==> src/rtl/pc_fetch_pkg.sv <==
// pc_fetch_pkg: shared types and constants for the PC / instruction fetch unit.
package pc_fetch_pkg;

   // Fetch sequencer states
   typedef enum logic [1:0] {
      FETCH = 2'd0,   // request issued, ack may arrive this cycle
      WAIT  = 2'd1,   // request outstanding, address held
      VALID = 2'd2,   // instruction held for decode until retirement
      TRAP  = 2'd3    // misaligned next PC seen; parked until reset
   } fetch_state_t;

   // addi x0, x0, 0
   localparam logic [31:0] NOP_INSTR    = 32'h0000_0013;
   localparam int unsigned PC_INCREMENT = 4;

endpackage

==> src/rtl/pc_register.sv <==
// pc_register: NBITS register with async active-low reset to RESET_PC and a
// load enable. Shared by the fetch PC and any later pipeline PC copies.
module pc_register #(
   parameter int               NBITS    = 32,
   parameter logic [NBITS-1:0] RESET_PC = NBITS'(32'h0040_0000)
) (
   input  logic             clk,
   input  logic             reset,
   input  logic             load_en,
   input  logic [NBITS-1:0] d,
   output logic [NBITS-1:0] q
);

   // Load a new PC only when enabled; reset returns to the text segment base
   always_ff @(posedge clk or negedge reset) begin
      if (!reset)
         q <= RESET_PC;
      else if (load_en)
         q <= d;
   end

endmodule

==> src/rtl/pc_fetch_unit.sv <==
// pc_fetch_unit: program counter plus req/ack instruction fetch for the
// single-cycle core. Holds each fetched word until the core retires it.
// Optional build macro RETIRE_COUNT_EN adds retire_count_o, a free-running
// count of accepted advances (including the one that traps).
module pc_fetch_unit
   import pc_fetch_pkg::*;
#(
   parameter int               NBITS    = 32,
   parameter logic [NBITS-1:0] RESET_PC = NBITS'(32'h0040_0000)
) (
   input  logic             clk,
   input  logic             reset,
   input  logic [NBITS-1:0] next_pc_i,
   input  logic             advance_i,
   input  logic             fetch_ack_i,
   input  logic [NBITS-1:0] fetch_data_i,
   output logic             fetch_req_o,
   output logic [NBITS-1:0] fetch_addr_o,
   output logic [NBITS-1:0] pc_o,
   output logic [NBITS-1:0] pc_plus_4_o,
   output logic [NBITS-1:0] instr_o,
   output logic             instr_valid_o,
   output logic             misaligned_o
`ifdef RETIRE_COUNT_EN
   ,
   output logic [NBITS-1:0] retire_count_o
`endif
);

   fetch_state_t     state_q, state_d;
   logic [NBITS-1:0] pc_q;
   logic [NBITS-1:0] instr_q;
   logic             misaligned_q;
   logic             aligned;
   logic             capture;    // latch fetch_data_i this cycle
   logic             accept;     // core retires the held instruction
   logic             pc_load;

   assign aligned = (next_pc_i[1:0] == 2'b00);
   assign pc_load = accept & aligned;

   pc_register #(
      .NBITS    (NBITS),
      .RESET_PC (RESET_PC)
   ) u_pc (
      .clk     (clk),
      .reset   (reset),
      .load_en (pc_load),
      .d       (next_pc_i),
      .q       (pc_q)
   );

   // State register
   always_ff @(posedge clk or negedge reset) begin
      if (!reset)
         state_q <= FETCH;
      else
         state_q <= state_d;
   end

   // Next-state logic; advance and ack are only looked at in the states that use them
   always_comb begin
      state_d = state_q;
      case (state_q)
         FETCH:   state_d = fetch_ack_i ? VALID : WAIT;
         WAIT:    if (fetch_ack_i) state_d = VALID;
         VALID:   if (advance_i) state_d = aligned ? FETCH : TRAP;
         TRAP:    state_d = TRAP;
         default: state_d = FETCH;
      endcase
   end

   // Output / control decode from the current state
   always_comb begin
      fetch_req_o   = 1'b0;
      instr_valid_o = 1'b0;
      capture       = 1'b0;
      accept        = 1'b0;
      case (state_q)
         FETCH, WAIT: begin
            // Reset sits in FETCH; gate the request so nothing is issued while held
            fetch_req_o = reset;
            capture     = fetch_ack_i;
         end
         VALID: begin
            instr_valid_o = 1'b1;
            accept        = advance_i;
         end
         default: ;
      endcase
   end

   // Instruction holding register; only an ack to an outstanding request writes it
   always_ff @(posedge clk or negedge reset) begin
      if (!reset)
         instr_q <= NBITS'(NOP_INSTR);
      else if (capture)
         instr_q <= fetch_data_i;
   end

   // Sticky misalignment flag, cleared only by reset
   always_ff @(posedge clk or negedge reset) begin
      if (!reset)
         misaligned_q <= 1'b0;
      else if (accept && !aligned)
         misaligned_q <= 1'b1;
   end

`ifdef RETIRE_COUNT_EN
   logic [NBITS-1:0] retire_cnt_q;

   // Count every accepted advance, wrapping naturally at 2^NBITS
   always_ff @(posedge clk or negedge reset) begin
      if (!reset)
         retire_cnt_q <= '0;
      else if (accept)
         retire_cnt_q <= retire_cnt_q + NBITS'(1);
   end

   assign retire_count_o = retire_cnt_q;
`endif

   assign pc_o         = pc_q;
   assign fetch_addr_o = pc_q;
   assign pc_plus_4_o  = pc_q + NBITS'(PC_INCREMENT);
   assign instr_o      = instr_q;
   assign misaligned_o = misaligned_q;

endmodule

==> config.mk <==
export PLATFORM = sky130hd
export DESIGN_NAME = pc_fetch_unit
export DESIGN_NICKNAME = d
export VERILOG_FILES = /design/src/rtl/pc_fetch_pkg.sv /design/src/rtl/pc_register.sv /design/src/rtl/pc_fetch_unit.sv
export SDC_FILE = /design/constraint.sdc
export NUM_CORES = 1
export LEC_CHECK = 0
export BUFFER_PORTS_ARGS = -buffer_cell sky130_fd_sc_hd__buf_2
export CAP_MARGIN = 10
export CORE_MARGIN = 2
export CORE_UTILIZATION = 47
export DETAILED_ROUTE_END_ITERATION = 12
export PLACE_DENSITY = 0.86
export SLEW_MARGIN = 15
export SYNTH_ARGS = -nofsm -noshare
export SYNTH_HDL_FRONTEND = slang
export SYNTH_SLANG_ARGS = --single-unit
==> constraint.sdc <==
create_clock -name clk -period 4.8 [get_ports clk]
set_input_delay 0.48 -clock clk [delete_from_list [all_inputs] [get_ports clk]]
set_output_delay 0.48 -clock clk [all_outputs]
set_load 0.01 [all_outputs]
# Word level (Yosys, flattened, before mapping)
# Index checks and enable logic that the tools add are counted.
[classes]
n_reduce_logical = 6
add_sub_neg = 1
bitwise_logic = 1
multipliers = 0
n_eq_ne = 5
mux = 9
n_lt_le_gt_ge = 0
div = 0
shift = 0
[ops]
columns = ["cell", "n"]
rows = [
  ["$add 32x3->32 const B", 1],
  ["$mux 2", 4],
  ["$pmux 2 s4", 1],
  ["$eq 2x2->1 const B", 2],
  ["$logic_not 2->1", 2],
  ["$mux 1", 4],
  ["$ne 2x2->1 const B", 2],
  ["$eq 2x1->1 const B", 1],
  ["$reduce_and 2->1", 1],
  ["$reduce_or 2->1", 1],
  ["$and 1x1->1", 1],
  ["$logic_and 1x1->1", 1],
  ["$logic_not 1->1", 1],
]
[word_totals]
register_bits = 67
elab_cells = 26
latch_bits = 0
ram_bits = 0
memories = 0
mem_bits_ro = 0

# Logic depth before layout (Yosys ltp)
# Gate-level depths: netlist (run 1).
[logic_depth]
depth_word = 4
mapped_depth = 5

# Hierarchy
# Synthesis (run 1) repeated with hierarchy kept, for this count alone.
[unflattened]
hier_cells = 268
hier_area_um2 = 3515.9
[by_module_without_submodules]
columns = ["mod", "seq_area_each_um2", "n_inst", "cells_per_inst", "area_per_inst_um2"]
rows = [
  ["pc_fetch_unit", 879.6, 1, 200, 2169.6],
  ["pc_register", 802.0, 1, 68, 1346.3],
]

# Least setup slack after synthesis (run 1)
# Ideal clock, no wire load.
[synth_timing]
kind = "reg2out"
from = "register u_pc.q[2]"
to = "output pc_plus_4_o[24]"
arrival_time_ps = 1872
slack_ps = 2448
path_stages_with_launch = 6
cell_sequence = "dfrtp_1 ha_1 nand4_4 or4_4 nor4_4 xor2_1"
[synth_between]
elab_chain_len = 1
[synth_lines]
columns = ["item", "line_no", "text"]
rows = [
  ["from (decl)", "pc_register.sv:11", "output logic [NBITS-1:0] q"],
  ["from (signal assigned)", "pc_register.sv:17", "q <= RESET_PC;"],
  ["from (signal assigned)", "pc_register.sv:19", "q <= d;"],
  ["$add 32x3->32", "pc_fetch_unit.sv:125", "assign pc_plus_4_o = pc_q + NBITS'(PC_INCREMENT);"],
  ["to (decl)", "pc_fetch_unit.sv:20", "output logic [NBITS-1:0] pc_plus_4_o,"],
]
# No other way between the ends.

# Worst setup path after layout (run 1)
[layout_timing]
from = "register u_pc.q[2]"
to = "output pc_plus_4_o[28]"
# The elaborated chain is that of the path after synthesis.

==> flow_metrics.tcl, run 1 <==
set metrics [dict create \
    power_density_mw_per_mm2 379 \
    cts_made_buffers 9 \
    grtUsageTotal_pct 20.4 \
    grt_pass1_wl_um 12300 \
    status "complete, no violations" \
    drtIter0Drc 83 \
    worst_slew_pin_slew_ns 0.850 \
    drive_above_1_share_pct 65.8 \
    clock_sinks 67 \
    io_pins 199 \
    worst_path_max_delay_cell "nor3_1" \
    period_needed_ns 2.88 \
    wirelength_um 8100 \
    setup-violations-final 0 \
    start_kind "register" \
    utilization_pct 64.9 \
    yosysMostFrequentCell "dfrtp_1" \
    syn-instance-count 267 \
    fin_skew_ns 0.0113 \
    ys.flop_type "dfrtp_1" \
    route.met3.wl_um 810 \
    synth_compound_area_share_pct 0.748 \
    place_hpwl_um 6100 \
    worstPathRequired_ns 4.32 \
    static-leakage-power_nw 2.43 \
    ys_seq_elements 67 \
    avgViaCountPerCell 4.94 \
    endpoint_kind "primary output" \
    syn_to_final_growth_pct 32.5 \
    finalHoldViolations 0 \
    num_vias 2652 \
    ys_warn_count 0 \
    setup_ws_ns 1.92 \
    drt_pass1_iterations 4 \
    tritoncts "yes" \
    synthTopCellsByArea "dfrtp_1, mux2_2, buf_4, xnor2_1, dfstp_2" \
    diodes 0 \
    timing.final.max_slew_violations 0 \
    worstSkewPairLatency_ns 0.33 \
    rsz0062_at_grt "no" \
    r2r_start "state_q[1]" \
    worst_ir_drop_vdd_uv 238 \
    ant_nets 0 \
    reg2reg_slack_ns 2.70 \
    ctsHtreeMaxLevel 3 \
    crit_path_max_incr_delay_ns 0.64 \
    post_drt_wl_per_cell_um 15.1 \
    synth_edf_count 0 \
    avgSynthCellArea_um2 12.5 \
    synthArstFlopShare_pct 100 \
    crit_path_cell_trace "ha_1 > nand4_4 > nor3_1 > nand3_1 > xnor2_1 > buf_2" \
    cp.arrival_ns 2.40 \
    nNetsFinal 505 \
    ys_seq_area_share_pct 50.2 \
    wl_met1_um 3090 \
    path_clk_slew_ns 0.07 \
    synth_cell_type_count 30 \
    gr-total-overflow 0 \
    fmax_ghz 0.348 \
    place_ws_ns 2.28 \
    slew-limit-headroom_pct 43.4 \
    die_w_um 88.4 \
    path_class "register to primary output" \
    synthMuxAreaShare_pct 20.9 \
    antenna_found_initial 0 \
    critPathMaxFanout 7 \
    grt_pass1_vias 2575 \
    grt_max_degree 69 \
    start_util_pct 49.0 \
    cts_root_buffer "clkbuf_8" \
    cap_viol_max_count 0 \
    met2WireLength_um 4090 \
    dp.cells 521 \
    rr_worst_depth 3 \
    instances_no_fill 537 \
    synth_xor_area_share_pct 7.33 \
    r2r_end "u_pc.q[6]" \
    die_y_um 88.4 \
    final.period_utilization_pct 59.9 \
    clockBufferDepth 2 \
    hold_path.class "input port to async pin" \
    netlist_area_mm2 0.00335 \
    critPathLaunch "u_pc.q[2]" \
    synth_nets 336 \
    portBuffers 198 \
    synthTopCellsByCount "dfrtp_1, mux2_2, buf_4" \
    cts_hold_buf 0 \
    post-cts-setup-buffer-count 0 \
    drcViolationCount 0 \
    synth_simple_gate_area_share_pct 11.5 \
    synth_top_area_cell "dfrtp_1" \
    num_rows 30 \
    coreArea_mm2 0.00683 \
    die-area_mm2 0.00781 \
    maxUsedRoutingLayer "met4" \
    place.gp.congestion 0.786 \
    synth_top_area_share_pct 47.1 \
    endpoint "pc_plus_4_o[28]" \
    synth_top_family_by_area "multiplexers" \
    setup_tns_ns 0 \
    cts_resized 0 \
    synthAdderAreaFrac_pct 0.374 \
]
-- metrics by stage --
step	area, um^2	hold WS (ns)	total power, mW
2_1_floorplan	3350	0.184	0.958
3_3_place_gp	4190	0.454	1.12
3_5_place_dp	4190	0.461	1.13
4_1_cts	4430	0.352	1.70
5_1_grt	4430	0.352	1.77
6_report	4430	0.320	1.68
-- area by class of cell --
class / instances / area (um^2)
tap: 96 / 120
multi-input combinational: 155 / 1370
sequential: 67 / 1680
inverter: 3 / 11.3
fill: 549 / 2400
clock buffer: 10 / 128
clock inverter: 6 / 115
timing repair buffer: 200 / 1010
-- placed cells by master, fill, tap and decap left out, types with 2 or more instances in the layout --
cell type / count
buf_2: 198
dfrtp_1: 63
mux2_2: 62
xnor2_1: 19
nand3_1: 11
nand4_1: 9
nand2_1: 9
xor2_1: 9
clkbuf_8: 9
nor2_1: 8
dfstp_2: 4
and3_1: 3
inv_1: 3
bufinv_16: 3
and4_1: 2
nand4_4: 2
nor3_2: 2
nand3_2: 2
nor3_1: 2
nor4_1: 2
nor2b_1: 2
and2_1: 2
clkinv_4: 2
buf_4: 2
-- logic make-up (layout without fill, tap and decap cells) --
| family | Yosys count | count (layout) |
|---|---|---|
| DFF | 67 | 67 |
| muxes | 62 | 62 |
| and+or+nand+nor | 60 | 60 |
| buffers and inverters | 45 | 219 |
| xor gates and xnor gates | 28 | 28 |
| AOI/OAI and AO/OA | 4 | 4 |
| adders and majority gates | 1 | 1 |
-- per-layer routing --
layer	up-vias	track usage [%]
li1	1235	-
met3	11	8.02
met2	139	34.7
met4	0	7.16
met1	1267	23.5
met5	-	0
-- power breakdown --
part | internal (mW) | switching [mW] | total [mW]
registers | 0.657 | 0.0862 | 0.743
logic | 0.194 | 0.182 | 0.376
clock network | 0.347 | 0.214 | 0.561
total | 1.20 | 0.482 | 1.68
-- critical path, delay by kind of cell (launching register included) --
family	cells	cell delay [ns]
XOR/XNOR	1	0.17
adder cells (fa/ha/maj)	1	0.33
buffers and inverters	1	0.15
flip-flops	1	0.44
AND/OR/NAND/NOR	3	0.98
-- registers in the layout, summed over array words and instances, names as in the netlist --
| name | cells |
|---|---|
| u_pc.q | 32 |
| misaligned_o | 1 |
| instr_o | 32 |
| state_q | 2 |
-- how the worst min path moves through the flow --
stage | start | endpoint | depth (start not counted) | slack [ns]
floorplan | reset | instr_o[10] | 0 | 0.18
global placement | misaligned_o | misaligned_o | 1 | 0.45
detailed placement | misaligned_o | misaligned_o | 1 | 0.46
CTS | reset | instr_o[10] | 2 | 0.35
global route | fetch_data_i[19] | instr_o[19] | 2 | 0.35
finish | reset | instr_o[10] | 2 | 0.32
Power figures use the tool's default switching activity.
==> run 2, diff against run 1 <==
- CORE_UTILIZATION: 47 -> 44
- PLACE_DENSITY: 0.86 -> 0.81
- clock period: 4.8 -> 2.78 ns (I/O delays scaled with it)
==> run 2 against run 1 <==
Via count about the same; wire length about the same; core utilization down 4.3 points; design area down 0.39%; clock skew down 0.0063 ns; first-iteration DRC count down 13%; count of clock-buffer cells in the layout unchanged; global-route usage down 0.97 points; flip-flop and latch count unchanged; critical path depth unchanged; power up 59%; critical endpoint is now pc_plus_4_o[24]; largest power group unchanged.
==> flow_metrics.tcl, run 2 (synthesized netlist as in run 1, its figures left out) <==
set metrics [dict create \
    instances_no_fill 543 \
    worstPathRequired_ns 2.50 \
    diodes 0 \
    static-leakage-power_nw 2.42 \
    die_w_um 91.2 \
    ant_nets 0 \
    rr_worst_depth 4 \
    drive_above_1_share_pct 66.2 \
    portBuffers 198 \
    num_vias 2653 \
    path_clk_slew_ns 0.08 \
    utilization_pct 60.6 \
    r2r_end "u_pc.q[17]" \
    drt_pass1_iterations 4 \
    coreArea_mm2 0.00729 \
    reg2reg_slack_ns 0.84 \
    power_density_mw_per_mm2 607 \
    setup_tns_ns 0 \
    cts_hold_buf 0 \
    cp.arrival_ns 2.30 \
    endpoint "pc_plus_4_o[24]" \
    place_area_mm2 0.00423 \
    die-area_mm2 0.00832 \
    clockBufferDepth 2 \
    setup-violations-final 0 \
    grtUsageTotal_pct 19.4 \
    grt_pass1_vias 2643 \
    start_kind "register" \
    grt_pass1_wl_um 12800 \
    post_drt_wl_per_cell_um 14.9 \
    syn_to_final_growth_pct 32.0 \
    hold_ws_ns 0.156 \
    final_area_mm2 0.00442 \
    clock_sinks 67 \
    multiInputGateArea_mm2 0.00137 \
    final.period_utilization_pct 92.6 \
    nNetsFinal 508 \
    most-common-layout-cells "buf_2, dfrtp_1, mux2_2, xnor2_1, nand3_1" \
    hold_path.class "input port to async pin" \
    cts_resized 0 \
    finalHoldViolations 0 \
    wirelength_um 8090 \
    dp.cells 527 \
    tritoncts "yes" \
    place.gp.congestion 0.802 \
    num_rows 31 \
    antenna_found_initial 0 \
    drcViolationCount 0 \
    critPathMaxFanout 7 \
    grt_max_degree 68 \
    period_needed_ns 2.57 \
    status "complete, no violations" \
    n_fill_cell 608 \
    critPathLaunch "u_pc.q[2]" \
    drtIter0Drc 72 \
    worst_ir_drop_vdd_uv 429 \
    r2r_start "state_q[1]" \
    cts_made_buffers 9 \
    io_pins 199 \
    cts_root_buffer "clkbuf_8" \
    path_class "register to primary output" \
    worst_slew_pin_slew_ns 0.842 \
    ctsHtreeMaxLevel 3 \
    die_y_um 91.2 \
    start_util_pct 45.9 \
    avgViaCountPerCell 4.89 \
    endpoint_kind "primary output" \
    post-cts-setup-buffer-count 0 \
    final-seq-area_mm2 0.00168 \
    rsz0062_at_grt "no" \
    fmax_ghz 0.389 \
    slew-limit-headroom_pct 43.9 \
    gr-total-overflow 0 \
    timing.final.max_slew_violations 0 \
    cap_viol_max_count 0 \
    fin_skew_ns 0.00502 \
    worstSkewPairLatency_ns 0.33 \
    final_common_cell "buf_2" \
    place_hpwl_um 6240 \
]
## run 2: changes by cell type in the layout (fill, tap and decap cells not counted), sizes merged
cell | before | now
clkinvlp | 1 | 3
bufinv | 3 | 0
buf | 200 | 203
clkinv | 2 | 1
inv | 3 | 5
## run 2: metrics by stage
step                total power, mW  setup WS [ns]
global route                   2.83         0.0353
CTS                            2.72          0.173
floorplan                      1.65          0.630
finish                         2.68          0.206
global placement               1.93          0.589
detailed placement             1.96          0.560
## run 2: area by class of cell
class | instances | share of cell area (%)
flip-flops and latches | 67 | 38.1
clock inverters | 6 | 1.10
repair buffers | 203 | 23.6
inverters | 3 | 0.255
multi-input cells | 155 | 31.1
well taps | 99 | 2.80
clock buffers | 10 | 3.12
## run 2: worst max-delay path, stage by stage, from the launching register on
cell and delay, ns:
dfrtp_1 0.43, ha_1 0.31, nand4_4 0.13, or4_4 0.55, nor4_4 0.23, xor2_1 0.15, buf_2 0.15
## run 2: routing by layer
metal	wire (um)	vias up	track usage, %
li1	-	1237	-
met1	3270	1256	22.8
met2	3970	147	32.5
met3	733	13	7.80
met4	118	0	6.19
met5	0	-	0
## run 2: power by group
| group | switching, mW | leakage (nW) | internal [mW] |
|---|---|---|---|
| Combinational | 0.314 | 1.49 | 0.335 |
| Sequential | 0.147 | 0.848 | 1.13 |
| Clock | 0.394 | 0.0855 | 0.355 |
| Total | 0.855 | 2.42 | 1.82 |
## run 2: worst min-delay path by stage
stage | startpoint | end | cells past startpoint
after floorplan | reset | instr_o[10] | 0
after global placement | misaligned_o | misaligned_o | 1
after detailed placement | misaligned_o | misaligned_o | 1
after CTS | fetch_ack_i | state_q[1] | 2
after global routing | fetch_data_i[5] | instr_o[5] | 2
final | reset | state_q[0] | 2
